===== src/rtl/uart_tx_responder_pkg.sv =====
// Shared constants and types for the memory-mapped UART transmitter.
// Register offsets, STATUS bit positions, TX FSM encoding and the divisor clamp.
package uart_tx_responder_pkg;

   localparam int unsigned BAUD_W = 16;

   localparam logic [1:0] REG_DATA   = 2'd0;
   localparam logic [1:0] REG_STATUS = 2'd1;
   localparam logic [1:0] REG_BAUD   = 2'd2;

   localparam int unsigned STAT_FULL  = 0;
   localparam int unsigned STAT_EMPTY = 1;
   localparam int unsigned STAT_BUSY  = 2;

   localparam logic [BAUD_W-1:0] BAUD_MIN = 16'd2;

   typedef enum logic [1:0] {
      ST_IDLE  = 2'd0,
      ST_START = 2'd1,
      ST_DATA  = 2'd2,
      ST_STOP  = 2'd3
   } tx_state_e;

   // Divisors below 2 would make a bit shorter than the counter can time.
   function automatic logic [BAUD_W-1:0] eff_div(input logic [BAUD_W-1:0] d);
      return (d < BAUD_MIN) ? BAUD_MIN : d;
   endfunction

endpackage


===== src/rtl/uart_tx_responder_fifo.sv =====
// Synchronous first-word-fall-through FIFO; dout always shows the oldest entry.
// Pointers carry one extra wrap bit so full and empty stay distinguishable.
module sync_fifo #(
   parameter int unsigned WIDTH = 8,
   parameter int unsigned DEPTH = 4
) (
   input  logic             clk,
   input  logic             resetn,
   input  logic             push,
   input  logic             pop,
   input  logic [WIDTH-1:0] din,
   output logic [WIDTH-1:0] dout,
   output logic             full,
   output logic             empty
);

   localparam int unsigned AW = $clog2(DEPTH);
   localparam int unsigned PW = AW + 1;

   logic [WIDTH-1:0] mem [DEPTH];
   logic [PW-1:0]    wr_ptr;
   logic [PW-1:0]    rd_ptr;
   logic             do_push_c;
   logic             do_pop_c;

   // A push into a full FIFO is only honoured when a pop frees the slot the same cycle.
   assign do_push_c = push && (!full || pop);
   assign do_pop_c  = pop && !empty;

   always_ff @(posedge clk or negedge resetn) begin
      if (!resetn) begin
         wr_ptr <= '0;
         rd_ptr <= '0;
      end else begin
         if (do_push_c) wr_ptr <= wr_ptr + PW'(1);
         if (do_pop_c)  rd_ptr <= rd_ptr + PW'(1);
      end
   end

   always_ff @(posedge clk) begin
      if (do_push_c) mem[wr_ptr[AW-1:0]] <= din;
   end

   assign dout  = mem[rd_ptr[AW-1:0]];
   assign empty = (wr_ptr == rd_ptr);
   assign full  = (wr_ptr[AW] != rd_ptr[AW]) && (wr_ptr[AW-1:0] == rd_ptr[AW-1:0]);

endmodule


===== src/rtl/uart_tx_responder.sv =====
// Memory-mapped 8N1 UART transmitter: DATA/STATUS/BAUD registers, TX FIFO,
// and a START/DATA/STOP serialiser that chains frames without idle gaps.
module uart_tx_responder
   import uart_tx_responder_pkg::*;
#(
   parameter int unsigned FIFO_DEPTH     = 4,
   parameter int unsigned BAUD_DIV_RESET = 868
) (
   input  logic        clk,
   input  logic        resetn,
   input  logic        enable,
   input  logic        mem_valid,
   input  logic [3:0]  mem_addr,
   input  logic [31:0] mem_wdata,
   input  logic [3:0]  mem_wstrb,
   output logic        mem_ready,
   output logic [31:0] mem_rdata,
   output logic        tx
);

   logic [1:0]        sel_c;
   logic              is_wr_c;
   logic              data_wr_c;
   logic              pending_c;
   logic              accept_c;
   logic              push_c;
   logic              pop_c;
   logic [31:0]       rdata_c;

   logic [7:0]        fifo_dout;
   logic              fifo_full;
   logic              fifo_empty;
   logic [BAUD_W-1:0] baud_div;

   tx_state_e         state_q;
   tx_state_e         state_d;
   logic [7:0]        shift_q;
   logic [7:0]        shift_d;
   logic [BAUD_W-1:0] cnt_q;
   logic [BAUD_W-1:0] cnt_d;
   logic [BAUD_W-1:0] div_q;
   logic [BAUD_W-1:0] div_d;
   logic [2:0]        bit_q;
   logic [2:0]        bit_d;
   logic              tx_d;
   logic              last_c;
   logic              load_c;

   logic              unused_bits;
   assign unused_bits = ^{mem_addr[1:0], mem_wdata[31:BAUD_W]};

   // Bus decode: a DATA write to a full FIFO stalls unless the serialiser pops this cycle.
   assign sel_c     = mem_addr[3:2];
   assign is_wr_c   = |mem_wstrb;
   assign data_wr_c = is_wr_c && (sel_c == REG_DATA);
   assign pending_c = mem_valid && enable && !mem_ready;
   assign accept_c  = pending_c && !(data_wr_c && fifo_full && !pop_c);
   assign push_c    = accept_c && data_wr_c;

   always_comb begin
      rdata_c = '0;
      case (sel_c)
         REG_STATUS: begin
            rdata_c[STAT_FULL]  = fifo_full;
            rdata_c[STAT_EMPTY] = fifo_empty;
            rdata_c[STAT_BUSY]  = (state_q != ST_IDLE);
         end
         REG_BAUD: rdata_c[BAUD_W-1:0] = baud_div;
         default:  rdata_c = '0;
      endcase
   end

   always_ff @(posedge clk or negedge resetn) begin
      if (!resetn) begin
         mem_ready <= 1'b0;
         mem_rdata <= '0;
         baud_div  <= BAUD_W'(BAUD_DIV_RESET);
      end else begin
         mem_ready <= accept_c;
         mem_rdata <= (accept_c && !is_wr_c) ? rdata_c : '0;
         if (accept_c && is_wr_c && (sel_c == REG_BAUD)) baud_div <= mem_wdata[BAUD_W-1:0];
      end
   end

   sync_fifo #(
      .WIDTH (8),
      .DEPTH (FIFO_DEPTH)
   ) u_fifo (
      .clk    (clk),
      .resetn (resetn),
      .push   (push_c),
      .pop    (pop_c),
      .din    (mem_wdata[7:0]),
      .dout   (fifo_dout),
      .full   (fifo_full),
      .empty  (fifo_empty)
   );

   always_ff @(posedge clk or negedge resetn) begin
      if (!resetn) begin
         state_q <= ST_IDLE;
         shift_q <= '0;
         cnt_q   <= '0;
         div_q   <= BAUD_MIN;
         bit_q   <= '0;
         tx      <= 1'b1;
      end else begin
         state_q <= state_d;
         shift_q <= shift_d;
         cnt_q   <= cnt_d;
         div_q   <= div_d;
         bit_q   <= bit_d;
         tx      <= tx_d;
      end
   end

   assign last_c = (cnt_q == div_q - 16'd1);

   // Serialiser; the divisor is latched per frame so BAUD writes never disturb a frame in flight.
   always_comb begin
      state_d = state_q;
      shift_d = shift_q;
      cnt_d   = cnt_q;
      div_d   = div_q;
      bit_d   = bit_q;
      load_c  = 1'b0;
      tx_d    = 1'b1;
      case (state_q)
         ST_IDLE: begin
            if (!fifo_empty) load_c = 1'b1;
         end
         ST_START: begin
            if (last_c) begin
               cnt_d   = '0;
               bit_d   = '0;
               state_d = ST_DATA;
            end else begin
               cnt_d = cnt_q + 16'd1;
            end
         end
         ST_DATA: begin
            if (last_c) begin
               cnt_d = '0;
               if (bit_q == 3'd7) begin
                  state_d = ST_STOP;
               end else begin
                  shift_d = {1'b0, shift_q[7:1]};
                  bit_d   = bit_q + 3'd1;
               end
            end else begin
               cnt_d = cnt_q + 16'd1;
            end
         end
         ST_STOP: begin
            if (last_c) begin
               cnt_d   = '0;
               state_d = ST_IDLE;
               if (!fifo_empty) load_c = 1'b1;
            end else begin
               cnt_d = cnt_q + 16'd1;
            end
         end
         default: state_d = ST_IDLE;
      endcase
      if (load_c) begin
         shift_d = fifo_dout;
         div_d   = eff_div(baud_div);
         cnt_d   = '0;
         state_d = ST_START;
      end
      case (state_d)
         ST_START: tx_d = 1'b0;
         ST_DATA:  tx_d = shift_d[0];
         default:  tx_d = 1'b1;
      endcase
   end

   assign pop_c = load_c;

endmodule


===== config.mk =====
export PLATFORM = sky130hd
export DESIGN_NAME = uart_tx_responder
export DESIGN_NICKNAME = d
export VERILOG_FILES = /design/src/rtl/uart_tx_responder_pkg.sv /design/src/rtl/uart_tx_responder_fifo.sv /design/src/rtl/uart_tx_responder.sv
export SDC_FILE = /design/constraint.sdc
export NUM_CORES = 1
export LEC_CHECK = 0
export CAP_MARGIN = 20
export CORE_AREA = 2 2 122 94
export DETAILED_ROUTE_END_ITERATION = 12
export DIE_AREA = 0 0 124 96
export GPL_ROUTABILITY_DRIVEN = 1
export GPL_TIMING_DRIVEN = 0
export PLACE_DENSITY = 0.8
export REMOVE_ABC_BUFFERS = 1
export SLEW_MARGIN = 20
export SYNTH_ARGS = -nofsm -noshare
export SYNTH_HDL_FRONTEND = slang
export SYNTH_SLANG_ARGS = --single-unit
export TNS_END_PERCENT = 10

===== constraint.sdc =====
create_clock -name clk -period 3.4 [get_ports clk]
set_clock_uncertainty 0.2 [all_clocks]
set_input_delay 1.02 -clock clk [delete_from_list [all_inputs] [get_ports clk]]
set_output_delay 1.02 -clock clk [all_outputs]
set_load 0.01 [all_outputs]

==> After elaboration in Yosys (flattened, before gate mapping) <==
Memories as Yosys holds them, arrays and structs flattened.
Cells that the tools add are included.
{ "classes": {"add_sub_neg": 5, "magnitude_cmp": 1, "eq_ne": 16, "muxes": 27, "reduce_logical": 31} }
{ "ops": {"columns": ["op", "n"], "rows": [
  ["$mux W16", 5],
  ["$mux W8", 4],
  ["$add A16 B1 Y16 const B", 1],
  ["$eq A16 B16 Y1", 1],
  ["$lt A16 B2 Y1 const B", 1],
  ["$sub A16 B1 Y16 const B", 1],
  ["$logic_and A1 B1 Y1", 13],
  ["$mux W13", 1],
  ["$pmux W3 S2", 2],
  ["$mux W2", 5],
  ["$reduce_bool A2 Y1", 5],
  ["$add A3 B1 Y3 const B", 3],
  ["$mux W3", 3],
  ["$eq A2 B2 Y1 const B", 4],
  ["$ne A2 B2 Y1 const B", 4],
  ["$eq A2 B1 Y1 const B", 3],
  ["$logic_not A1 Y1", 6],
  ["$pmux W2 S3", 1],
  ["$logic_not A2 Y1", 2],
  ["$mux W1", 4],
  ["$pmux W1 S2", 2],
  ["$reduce_and A4 Y1", 1],
  ["$reduce_or A4 Y1", 1],
  ["$eq A3 B3 Y1", 1],
  ["6 further kinds", 6]
]} }
{ "word_totals": {"regBits": 85, "ramBits": 32, "in_bits": 44, "output_inout_bits": 34, "word_cells": 93, "n_memories": 1} }
{ "memory_table": {"columns": ["name", "words", "word_bits", "read_ports", "rd_ports_with_merged_regs", "write_ports", "line_no", "rtl"], "rows": [
  ["u_fifo.mem", 4, 8, 1, 0, 1, "uart_tx_responder_fifo.sv:20", "logic [WIDTH-1:0] mem [DEPTH];"]
]} }

==> Depth between registers and ports, before layout <==
Gate-level depths: netlist of run 1.
{ "depth": {"word_depth": 12, "mapped_depth": 14, "depth_no_buf": 11} }

==> By module <==
Synthesis of run 1 repeated with hierarchy kept, for this count alone.
{ "unflattened": {"cells_unflattened": 530, "area_unflattened_um2": 6039.5} }
{ "by_module_without_submodules": {"columns": ["module", "n_inst", "cells_per_inst", "area_per_inst_um2", "seq_area_each_um2"], "rows": [
  ["uart_tx_responder", 1, 445, 4436.8, 1985.7],
  ["sync_fifo", 1, 85, 1602.8, 1111.1]
]} }

==> Least setup slack after synthesis of run 1 <==
Ideal clock, no wire load.
{ "synth_timing": {"path_type": "flip-flop to flip-flop", "startpoint": "reg div_q[2]", "endpoint": "mem u_fifo.mem[2][0] (enable)", "setup_time_ns": 0.332, "arrival_ns": 2.597, "required_ns": 2.868, "setup_slack_ns": 0.272, "stages_incl_launch_ff": 9, "n_path_buf": 0, "period_less_slack_ns": 3.128, "path_cell_list": "dfrtp_1 > or4_4 > or4_1 > a211oi_1 > a311o_1 > a41oi_2 > nor2_1 > o21a_1 > and2_1"} }
{ "synth_via": {"elab_chain_len": 12, "word_cells_on_any_way": 13, "cone_classes": "add/sub: 1; eq/ne: 1; mux: 4; reduce/logical: 7"} }
{ "synth_lines": {"columns": ["element", "line_no", "rtl"], "rows": [
  ["start, declared", "uart_tx_responder.sv:41", "logic [BAUD_W-1:0] div_q;"],
  ["start signal, assigned", "uart_tx_responder.sv:111", "div_q <= div_d;"],
  ["$sub A16 B1 Y16 *", "uart_tx_responder.sv:117", "assign last_c = (cnt_q == div_q - 16'd1);"],
  ["$eq A16 B16 Y1 *", "uart_tx_responder.sv:117", null],
  ["$mux W1 *", "uart_tx_responder.sv:155", "if (last_c) begin"],
  ["$pmux W1 S2 *", "uart_tx_responder.sv:128", "case (state_q)"],
  ["$logic_not A1 Y1", "uart_tx_responder.sv:57", "assign accept_c = pending_c && !(data_wr_c && fifo_full && !pop_c);"],
  ["$logic_and A1 B1 Y1", "uart_tx_responder.sv:57", null],
  ["$logic_not A1 Y1", "uart_tx_responder.sv:57", null],
  ["$logic_and A1 B1 Y1", "uart_tx_responder.sv:57", null],
  ["$logic_and A1 B1 Y1", "uart_tx_responder.sv:58", "assign push_c = accept_c && data_wr_c;"],
  ["$logic_and A1 B1 Y1 *", "uart_tx_responder_fifo.sv:27", "assign do_push_c = push && (!full || pop);"],
  ["$mux W1 *", "uart_tx_responder_fifo.sv:41", "if (do_push_c) mem[wr_ptr[AW-1:0]] <= din;"],
  ["$mux W1 (implied by the code) *", "uart_tx_responder_fifo.sv:41", null],
  ["end, declared", "uart_tx_responder_fifo.sv:20", null]
]} }
Mark *: on every way between the ends. The rest lies on a longest branch, timed or not.

==> Final worst setup path of run 1 <==
{ "layout_timing": {"startpoint": "reg div_q[2]", "endpoint": "reg baud_div[3]"} }
{ "layout_via": {"elab_chain_len": 10} }
{ "layout_lines": {"columns": ["element", "line_no", "rtl"], "rows": [
  ["$sub A16 B1 Y16", "uart_tx_responder.sv:117", null],
  ["$eq A16 B16 Y1", "uart_tx_responder.sv:117", null],
  ["$mux W1", "uart_tx_responder.sv:155", null],
  ["$pmux W1 S2", "uart_tx_responder.sv:128", null],
  ["$logic_not A1 Y1", "uart_tx_responder.sv:57", null],
  ["$logic_and A1 B1 Y1", "uart_tx_responder.sv:57", null],
  ["$logic_not A1 Y1", "uart_tx_responder.sv:57", null],
  ["$logic_and A1 B1 Y1", "uart_tx_responder.sv:57", null],
  ["$logic_and A1 B1 Y1 (2 in a row)", "uart_tx_responder.sv:81", "if (accept_c && is_wr_c && (sel_c == REG_BAUD)) baud_div <= mem_wdata[BAUD_W-1:0];"],
  ["end signal, assigned", "uart_tx_responder.sv:77", "baud_div <= BAUD_W'(BAUD_DIV_RESET);"],
  ["end signal, assigned", "uart_tx_responder.sv:81", null],
  ["end, declared", "uart_tx_responder.sv:33", "logic [BAUD_W-1:0] baud_div;"]
]} }
Every way passes these cells.
A chain may end at the register's enable or synchronous reset.

==> impl_metrics.ini, run 1 <==
[timing]
hold_viol = 0
worst_slack_ns = -0.00732
tightest_slew_ns = 0.784
rsz0062_at_grt = true
finalSetupTns_ns = -0.0110
maxSlewHeadroom_pct = 47.5
maxSlewViolCount = 0
fin_crit_ns = 3.41
setup_viol_count_final = 2
max_freq_ghz = 0.293
period_share_pct = 100

[cts]
clock_latency_ns = 0.42
numCtsBuffers = 17
h-tree-depth = 4
cts_tree = built
cts.path.max_buffers = 2
clk_pin_slew_ns = 0.06
ctsHoldBuffers = 0
root_buffer = clkbuf_16
cts.sinks = 117

[yosys]
synth_area_um2 = 5760
yosys-top-cells-area = dfrtp_1 34%, edfxtp_1 17%, mux2_2 4.3%, ha_1 3.7%, xor2_1 3.5%
synth_top_area_share_pct = 33.9
yosys_warnings = 0
synth_largest_area_cell = dfrtp_1
synth_edf_count = 32
syn_inst = 472
synth_commonest_cells = 78 x dfrtp_1, 33 x nand2_1, 32 x edfxtp_1, 29 x nor2_1, 23 x xor2_1
yosysMostFrequentCell = dfrtp_1
synth_flop_cell = dfrtp_1
synth_seq_cells = 117
synth.distinct_cells = 61
ys_async_sr_fraction_pct = 72.6
post_synth.cell_area_avg_um2 = 12.2
yosysSeqAreaShare_pct = 53.8

[detailed_routing]
ant_nets = 0
drt_wl_total_mm = 12.9
drt_iter0_drc = 220
routed_via_density = 5.81
dr.pass1.iters = 5
routedWlPerCell_um = 18.9
drc = 0
dr_total_vias = 3956

[global_routing]
track_usage_pct = 22.4
antenna_found_initial = 0
grt_start_max_net_pins = 58
grt_pass1_vias = 3863
grt.overflow.total = 0
grt_pass1_wl_mm = 19.6

[layout]
drive_above_1_share_pct = 20.9
nFillCells = 796
syn_to_final_growth_pct = 21.4
diodes = 0
stdcell_area_um2 = 6990
stdcell_count = 681
final_nets = 589

[setup_path]
path_buf_inv = 2
cp_top_family = simple AND/OR/NAND/NOR gates
worstPathCellList = or4_4 -> buf_4 -> nor4b_4 -> mux2i_1 -> o22ai_2 -> a41oi_4 -> o211ai_2 -> nand4_4 -> buf_4 -> mux2_2
worst_path_most_repeated_cell = buf_4
end_kind = register
worstPathRequired_ns = 3.50
arrival_ns = 3.51
path_class = register to register
critPathSlowestCell = or4_4
path_max_fanout = 6
cp_slowest_stage_delay_ns = 0.54
startpoint_type = register

[placed_design]
hpwl_mm = 8.07
post-place-ws_ns = -0.400
place_area_um2 = 6280
port_buffers = 43
gp_congestion = 0.804
dp.cells = 638

[floorplan]
rows = 33
design.die.area_um2 = 11900
num_io_pins = 78
die_h_um = 96
initial_core_util_pct = 53.7
die_w_um = 124
core_um2 = 10700

[power_and_ir_drop]
power_density_nw_per_um2 = 796
p_int_mw = 3.57
power.total_mw = 5.57
p_leak_nw = 3.04
combPwrFrac_pct = 31.5
ir_drop_mv = 0.487
p_clk_share_pct = 28.9
power.share.sequential_pct = 39.5
switching_power_mw = 2.00
p_sw_share_pct = 35.9

[run]
cap_violations = 0

[run_status]
status = complete, but fails checks
violations = negative setup slack

[hold_path]
hold_path_class = register to register
## flip-flops by register name, indices dropped and copies added (netlist names)
signal         flops
baud_div          16
bit_q              3
cnt_q             16
div_q             16
mem_rdata         16
mem_ready          1
shift_q            8
state_q            2
tx                 1
u_fifo.mem        32
u_fifo.rd_ptr      3
u_fifo.wr_ptr      3
## final cells by class
cell class | count | area (µm²) | area share (%)
Sequential cell | 117 | 3100 | 44.3
Multi-Input combinational cell | 319 | 2530 | 36.2
Timing Repair Buffer | 56 | 596 | 8.52
Clock buffer | 18 | 429 | 6.14
Tap cell | 140 | 175 | 2.51
Clock inverter | 14 | 101 | 1.45
Inverter | 17 | 63.8 | 0.913
## worst paths after layout
path	from	endpoint	slack, ns	depth (start not counted)
max	div_q[2]	baud_div[3]	-0.007	10
min	u_fifo.wr_ptr[2]	u_fifo.wr_ptr[2]	0.30	1
max reg2reg	div_q[2]	baud_div[3]	-0.007	10
min reg2reg	u_fifo.wr_ptr[2]	u_fifo.wr_ptr[2]	0.30	1
max in group asynchronous	resetn	baud_div[9]	2.01	2
min in group asynchronous	resetn	cnt_q[15]	0.33	1
## layer usage
layer  vias up  track usage, %  share of wire, %
met5         -               0                 0
met4         0            8.24               2.7
met3        34            5.86               6.7
met2       184            35.0                47
met1      1946            30.3                43
li1       1792               -                 -
## cells in the final DEF, fill, tap and decap left out, types with 3 or more instances in the layout
cell and count:
a21oi_1 5, clkinv_2 4, and2_4 3, dfstp_2 7, nor3_1 8, mux4_2 8, buf_4 10, nand2_1 33
clkbuf_16 18, dfrtp_1 77, o21ai_1 3, nor4_1 6, clkdlybuf4s50_1 42, conb_1 16, mux2i_1 9, a22oi_1 3
o21ai_0 20, mux2_2 22, nand2b_1 6, inv_6 6, xnor2_1 13, a31oi_1 4, mux2_4 10, nor2_1 28
a22o_1 5, ha_1 17, edfxtp_1 32, inv_1 17, nand3_1 9, and3_1 19, xor2_1 23, nand4_1 6
## metrics by stage
stage / util [%] / hold slack (ns)
floorplan: - / 0.262
global placement: 57.9 / 0.275
detailed placement: 58.5 / 0.278
CTS: 64.1 / 0.294
global route: 65.1 / 0.317
finish: 65.1 / 0.301
## power by group through the flow
stage / registers [mW] / clock network, mW / logic [mW]
6_report: 2.20 / 1.61 / 1.75
5_1_grt: 2.24 / 1.68 / 1.91
4_1_cts: 2.17 / 1.62 / 1.62
3_5_place_dp: 2.18 / 0 / 1.56
3_3_place_gp: 2.16 / 0 / 1.45
2_1_floorplan: 2.05 / 0 / 1.19
## cells by family after synthesis
logic type,Yosys count,share of synthesized area [%]
AO/OA/AOI/OAI,60,7.08
XOR/XNOR,36,5.47
adder cells (fa/ha/maj),17,3.69
buffers and inverters,51,4.65
flip-flops,117,53.8
multiplexers,49,11.6
other,1,0.0651
AND/OR/NAND/NOR,141,13.7
## timing repair
| action | 4_1_cts | 5_1_grt |
|---|---|---|
| buffers inserted | 4 | 6 |
| gates cloned | 0 | 1 |
| resized for setup | 12 | 10 |
| pin swaps | 1 | 10 |
| endpoints found under the setup margin | 75 | 65 |
No activity file was read; power rests on OpenSTA's default activity.
==> run 2: changes to the inputs <==
- clock period: 3.4 -> 3.2 ns (I/O delays scaled with it)
==> run 2 against run 1 <==
Net effect: the run still ends with negative setup slack left; sequential share of layout area decreased by 1.4 points; setup slack lost 0.19 ns; fmax increased by 0.28%; final area is 3.2% higher; sequential cell count did not move; sequential power rose by 6%; clock-buffer cell count is the same; largest power group unchanged.
==> impl_metrics.ini, run 2 (same netlist as run 1, synthesis figures left out) <==
[setup_path]
path_max_fanout = 6
crit_end = baud_div[3]
rr_startpoint = div_q[2]
path_depth = 9
critPathSlowestCell = or4_4
r2r_cells = 9
path_buf_inv = 1
arrival_ns = 3.50
startpoint = div_q[2]
startpoint_type = register
r2r_slack_ns = -0.20
cp_slowest_stage_delay_ns = 0.60
worstPathRequired_ns = 3.30
cp_top_family = simple AND/OR/NAND/NOR gates
end_kind = register
worstPathCellList = or4_4 -> nor4b_2 -> mux2i_1 -> o22ai_2 -> a41oi_4 -> o211ai_2 -> nand4_4 -> buf_4 -> mux2_2
path_class = register to register
worstReg2RegEnd = baud_div[3]

[power_and_ir_drop]
ir_drop_mv = 0.553
p_leak_nw = 3.16
p_clk_share_pct = 27.0
combPwrFrac_pct = 36.4
switching_power_mw = 2.27
power.share.sequential_pct = 36.7
power_density_nw_per_um2 = 883
p_int_mw = 4.10
p_sw_share_pct = 35.6

[floorplan]
design.die.area_um2 = 11900
num_io_pins = 78
core_um2 = 10700
die_w_um = 124
die_h_um = 96
initial_core_util_pct = 53.7
rows = 33

[run]
cap_violations = 0

[cts]
cts.sinks = 117
clock_latency_ns = 0.42
h-tree-depth = 4
cts.path.max_buffers = 2
ctsHoldBuffers = 0
numCtsBuffers = 17
cts_tree = built
root_buffer = clkbuf_16
clk_pin_slew_ns = 0.06

[timing]
hold_viol = 0
setup_viol_count_final = 79
max_freq_ghz = 0.294
hold_slack_ns = 0.270
rsz0062_at_grt = true
period_share_pct = 106
finalSetupTns_ns = -8.56
maxSlewHeadroom_pct = 41.3
maxSlewViolCount = 0
fin_crit_ns = 3.40
worst_slack_ns = -0.198
tightest_slew_ns = 0.878

[placed_design]
place_area_um2 = 6280
gp_congestion = 0.804
post-place-ws_ns = -0.600
port_buffers = 43
hpwl_mm = 8.07

[run_status]
violations = negative setup slack
status = complete, but fails checks

[layout]
layout_common_cells = 77 x dfrtp_1, 42 x clkdlybuf4s50_1, 32 x nand2_1, 32 x edfxtp_1, 28 x nor2_1
drive_above_1_share_pct = 24.0
nFillCells = 754
diodes = 0
final_nets = 602
syn_to_final_growth_pct = 25.2
layout_commonest_cell = dfrtp_1
stdcell_area_um2 = 7210
utilization_pct = 67.2
largest_register_ffs = 32

[detailed_routing]
drt_wl_total_mm = 13.9
routed_via_density = 5.83
drt_iter0_drc = 333
drc = 0
ant_nets = 0
dr.pass1.iters = 5
dr_total_vias = 4047
routedWlPerCell_um = 20.0

[global_routing]
grt_start_max_net_pins = 58
antenna_found_initial = 0
grt_pass1_wl_mm = 21.4
grt.overflow.total = 0
grt_pass1_vias = 4093
track_usage_pct = 24.6

[hold_path]
hold_path_class = input pin to asynchronous set/reset pin
==> run 2: power by group through the flow <==
stage                     Clock [mW]  Combinational, mW  Sequential (mW)
after floorplan                    0               1.26             2.18
after global placement             0               1.54             2.29
after detailed placement           0               1.66             2.32
after CTS                       1.72               2.08             2.30
after global routing            1.79               2.48             2.38
final                           1.72               2.32             2.34
==> run 2: worst min-delay path by stage <==
stage | startpoint | end | slack [ns] | cells after the start
after floorplan | u_fifo.wr_ptr[2] | u_fifo.wr_ptr[2] | 0.26 | 1
final | resetn | cnt_q[15] | 0.27 | 1
after detailed placement | u_fifo.wr_ptr[2] | u_fifo.wr_ptr[2] | 0.28 | 1
after global routing | resetn | cnt_q[15] | 0.30 | 1
after CTS | resetn | cnt_q[15] | 0.27 | 1
after global placement | u_fifo.wr_ptr[2] | u_fifo.wr_ptr[2] | 0.27 | 1
==> run 2: stage by stage <==
step / power, mW / cells
global placement: 3.83 / 636
detailed placement: 3.98 / 638
global route: 6.65 / 694
finish: 6.37 / 694
CTS: 6.10 / 691
floorplan: 3.44 / 453
==> run 2: worst register-to-register path, stage by stage, from the launching register on <==
cell and delay, ns:
dfrtp_2 0.42, or4_4 0.60, nor4b_2 0.38, mux2i_1 0.36
o22ai_2 0.19, a41oi_4 0.35, o211ai_2 0.15, nand4_4 0.12
buf_4 0.17, mux2_2 0.34
==> run 2: cell type report <==
type / count / area [µm²] / share of cell area (%)
flip-flops and latches: 117 / 3100 / 42.9
multi-input cells: 319 / 2610 / 36.1
repair buffers: 69 / 742 / 10.3
clock buffers: 18 / 429 / 5.95
well taps: 140 / 175 / 2.43
clock inverters: 14 / 101 / 1.40
inverters: 17 / 63.8 / 0.884
==> run 2: per-layer routing <==
metal / up-vias / wire length, µm / GRT usage, % / share of wire (%)
met5: - / 0 / 0 / 0
met4: 0 / 377 / 10.7 / 2.7
met3: 38 / 965 / 7.70 / 7.0
met2: 178 / 6540 / 37.9 / 47
met1: 2015 / 5990 / 32.5 / 43
li1: 1816 / - / - / -
==> run 2: timing repair <==
item | 4_1_cts | 5_1_grt
pin swaps | 12 | 6
setup buffers | 20 | 3
setup endpoints to repair | 89 | 91
gates cloned | 1 | 0
resized for setup | 31 | 21
==> run 3: changes to the inputs <==
- REMOVE_ABC_BUFFERS: 1 -> default
==> run 3 against run 2 <==
Net effect: fmax rose by 2.0%; core utilization rose by 0.93 points; the run still ends with negative setup slack left; sequential share of layout area fell by 0.57 points; first-iteration DRC count rose by 6.0%; setup slack improved by 0.067 ns; critical path type unchanged; largest power group unchanged; combinational power fell by 6%; global-route usage fell by 0.26 points; sequential power fell by 5%.
==> impl_metrics.ini, run 3 (same netlist as run 1, synthesis figures left out) <==
[power_and_ir_drop]
switching_power_mw = 2.18
p_clk_share_pct = 28.6
p_leak_nw = 3.19
power.total_mw = 6.17
combPwrFrac_pct = 35.2
power_density_nw_per_um2 = 844
power.share.sequential_pct = 36.2
ir_drop_mv = 0.626
p_sw_share_pct = 35.4
p_int_mw = 3.99

[global_routing]
grt.overflow.total = 0
grt_start_max_net_pins = 60
grt.busiest_layer = met2
grt_use_met1_pct = 30.2
grt_pass1_vias = 4150
gr-usage-met2_pct = 40.6
track_usage_pct = 24.4
met3_usage_pct = 6.58
grt_pass1_wl_mm = 21.1
antenna_found_initial = 0

[setup_path]
startpoint = div_q[1]
arrival_ns = 3.43
startpoint_type = register
path_class = register to register
rr_startpoint = div_q[1]
worstPathRequired_ns = 3.30
path_max_fanout = 5
end_kind = register

[detailed_routing]
drt_wl_total_mm = 13.5
routed_via_density = 5.62
ant_nets = 0
dr_total_vias = 4037
drc = 0
routedWlPerCell_um = 18.8
dr.pass1.iters = 5
drt_iter0_drc = 353

[layout]
nFillCells = 726
largest_register_ffs = 32
layout_common_cells = 76 x dfrtp_1, 42 x clkdlybuf4s50_1, 33 x nand2_1, 32 x edfxtp_1, 30 x buf_4
utilization_pct = 68.1
layout_commonest_cell = dfrtp_1
drive_above_1_share_pct = 25.8
stdcell_count = 718
syn_to_final_growth_pct = 27.0
final_nets = 626
diodes = 0

[placed_design]
hpwl_mm = 8.72
dp.cells = 671
port_buffers = 43
gp_congestion = 0.839

[floorplan]
design.die.area_um2 = 11900
rows = 33
initial_core_util_pct = 53.7
die_h_um = 96
num_io_pins = 78
die_w_um = 124
core_um2 = 10700

[timing]
tightest_slew_ns = 0.855
hold_viol = 0
maxSlewViolCount = 0
fin_crit_ns = 3.33
maxSlewHeadroom_pct = 43.0
hold_slack_ns = 0.261
rsz0062_at_grt = true
period_share_pct = 104
setup_viol_count_final = 62
max_freq_ghz = 0.300
worst_slack_ns = -0.131

[cts]
clock_latency_ns = 0.42
h-tree-depth = 4
cts.sinks = 117
cts_tree = built
clk_pin_slew_ns = 0.06
numCtsBuffers = 17
root_buffer = clkbuf_16
cts.path.max_buffers = 2

[run_status]
status = complete, but fails checks
violations = negative setup slack

[hold_path]
hold_path_class = input pin to asynchronous set/reset pin

[run]
cap_violations = 0
[run 3: changes by cell type in the layout (fill, tap and decap cells not counted), sizes merged]
cell | before | now
buf | 25 | 39
clkbuf | 19 | 29
inv | 23 | 20
clkinvlp | 1 | 3
bufbuf | 1 | 0
bufinv | 0 | 1
clkinv | 7 | 8
[run 3: worst max-delay path: stages, from the launching register on]
cell	delay, ns
dfstp_2	0.57
inv_2	0.05
ha_4	0.22
xnor2_2	0.15
a211oi_2	0.26
o311ai_1	0.18
nor3b_2	0.19
and4_1	0.22
buf_6	0.12
a41oi_4	0.15
o211ai_2	0.22
nand4_4	0.17
clkbuf_16	0.21
mux2_4	0.30
[run 3: metrics by stage]
step	cell area, µm²	setup TNS, ns	setup slack [ns]
finish	7310	-4.23	-0.131
global route	7310	-13.29	-0.243
CTS	7210	-0.663	-0.0698
detailed placement	6450	-25.17	-0.495
global placement	6420	-176.93	-1.97
floorplan	5820	0	0.0717
[run 3: final timing paths]
kind	to	slack, ns	cells past startpoint
hold reg to reg	u_fifo.wr_ptr[2]	0.31	1
setup reg to reg	baud_div[15]	-0.13	13
max in group asynchronous	baud_div[6]	1.89	2
min in group clk	u_fifo.wr_ptr[2]	0.31	1
setup / recovery	baud_div[15]	-0.13	13
hold / removal	cnt_q[15]	0.26	1
[run 3: per-layer routing]
metal  vias up  part of all wire (%)
met1      2004                    43
li1       1857                     -
met4         0                   2.7
met3        36                   5.6
met2       140                    49
met5         -                     0
[run 3: area by class of cell]
class | instances | area [µm²] | area share, %
repair buffers | 59 | 593 | 8.11
clock buffers | 17 | 425 | 5.82
flip-flops and latches | 117 | 3100 | 42.4
well taps | 140 | 175 | 2.39
clock inverters | 15 | 131 | 1.80
inverters | 17 | 63.8 | 0.872
plain buffers | 34 | 251 | 3.44
multi-input cells | 319 | 2570 | 35.2
[run 3: timing repair]
action | CTS | global route
hold buffers | 0 | 0
resized for setup | 35 | 20
cloned | 1 | 0
setup buffers | 8 | 6
pin swaps | 11 | 10
hold endpoints to repair | 0 | 0
endpoints found under the setup margin | 81 | 88
[run 3: power groups by stage]
| stage | registers [mW] | logic [mW] | clock network, mW |
|---|---|---|---|
| final | 2.23 | 2.17 | 1.76 |
| after floorplan | 2.12 | 1.37 | 0 |
| after CTS | 2.21 | 1.97 | 1.79 |
| after global placement | 2.20 | 1.69 | 0 |
| after global routing | 2.28 | 2.35 | 1.85 |
| after detailed placement | 2.23 | 1.77 | 0 |
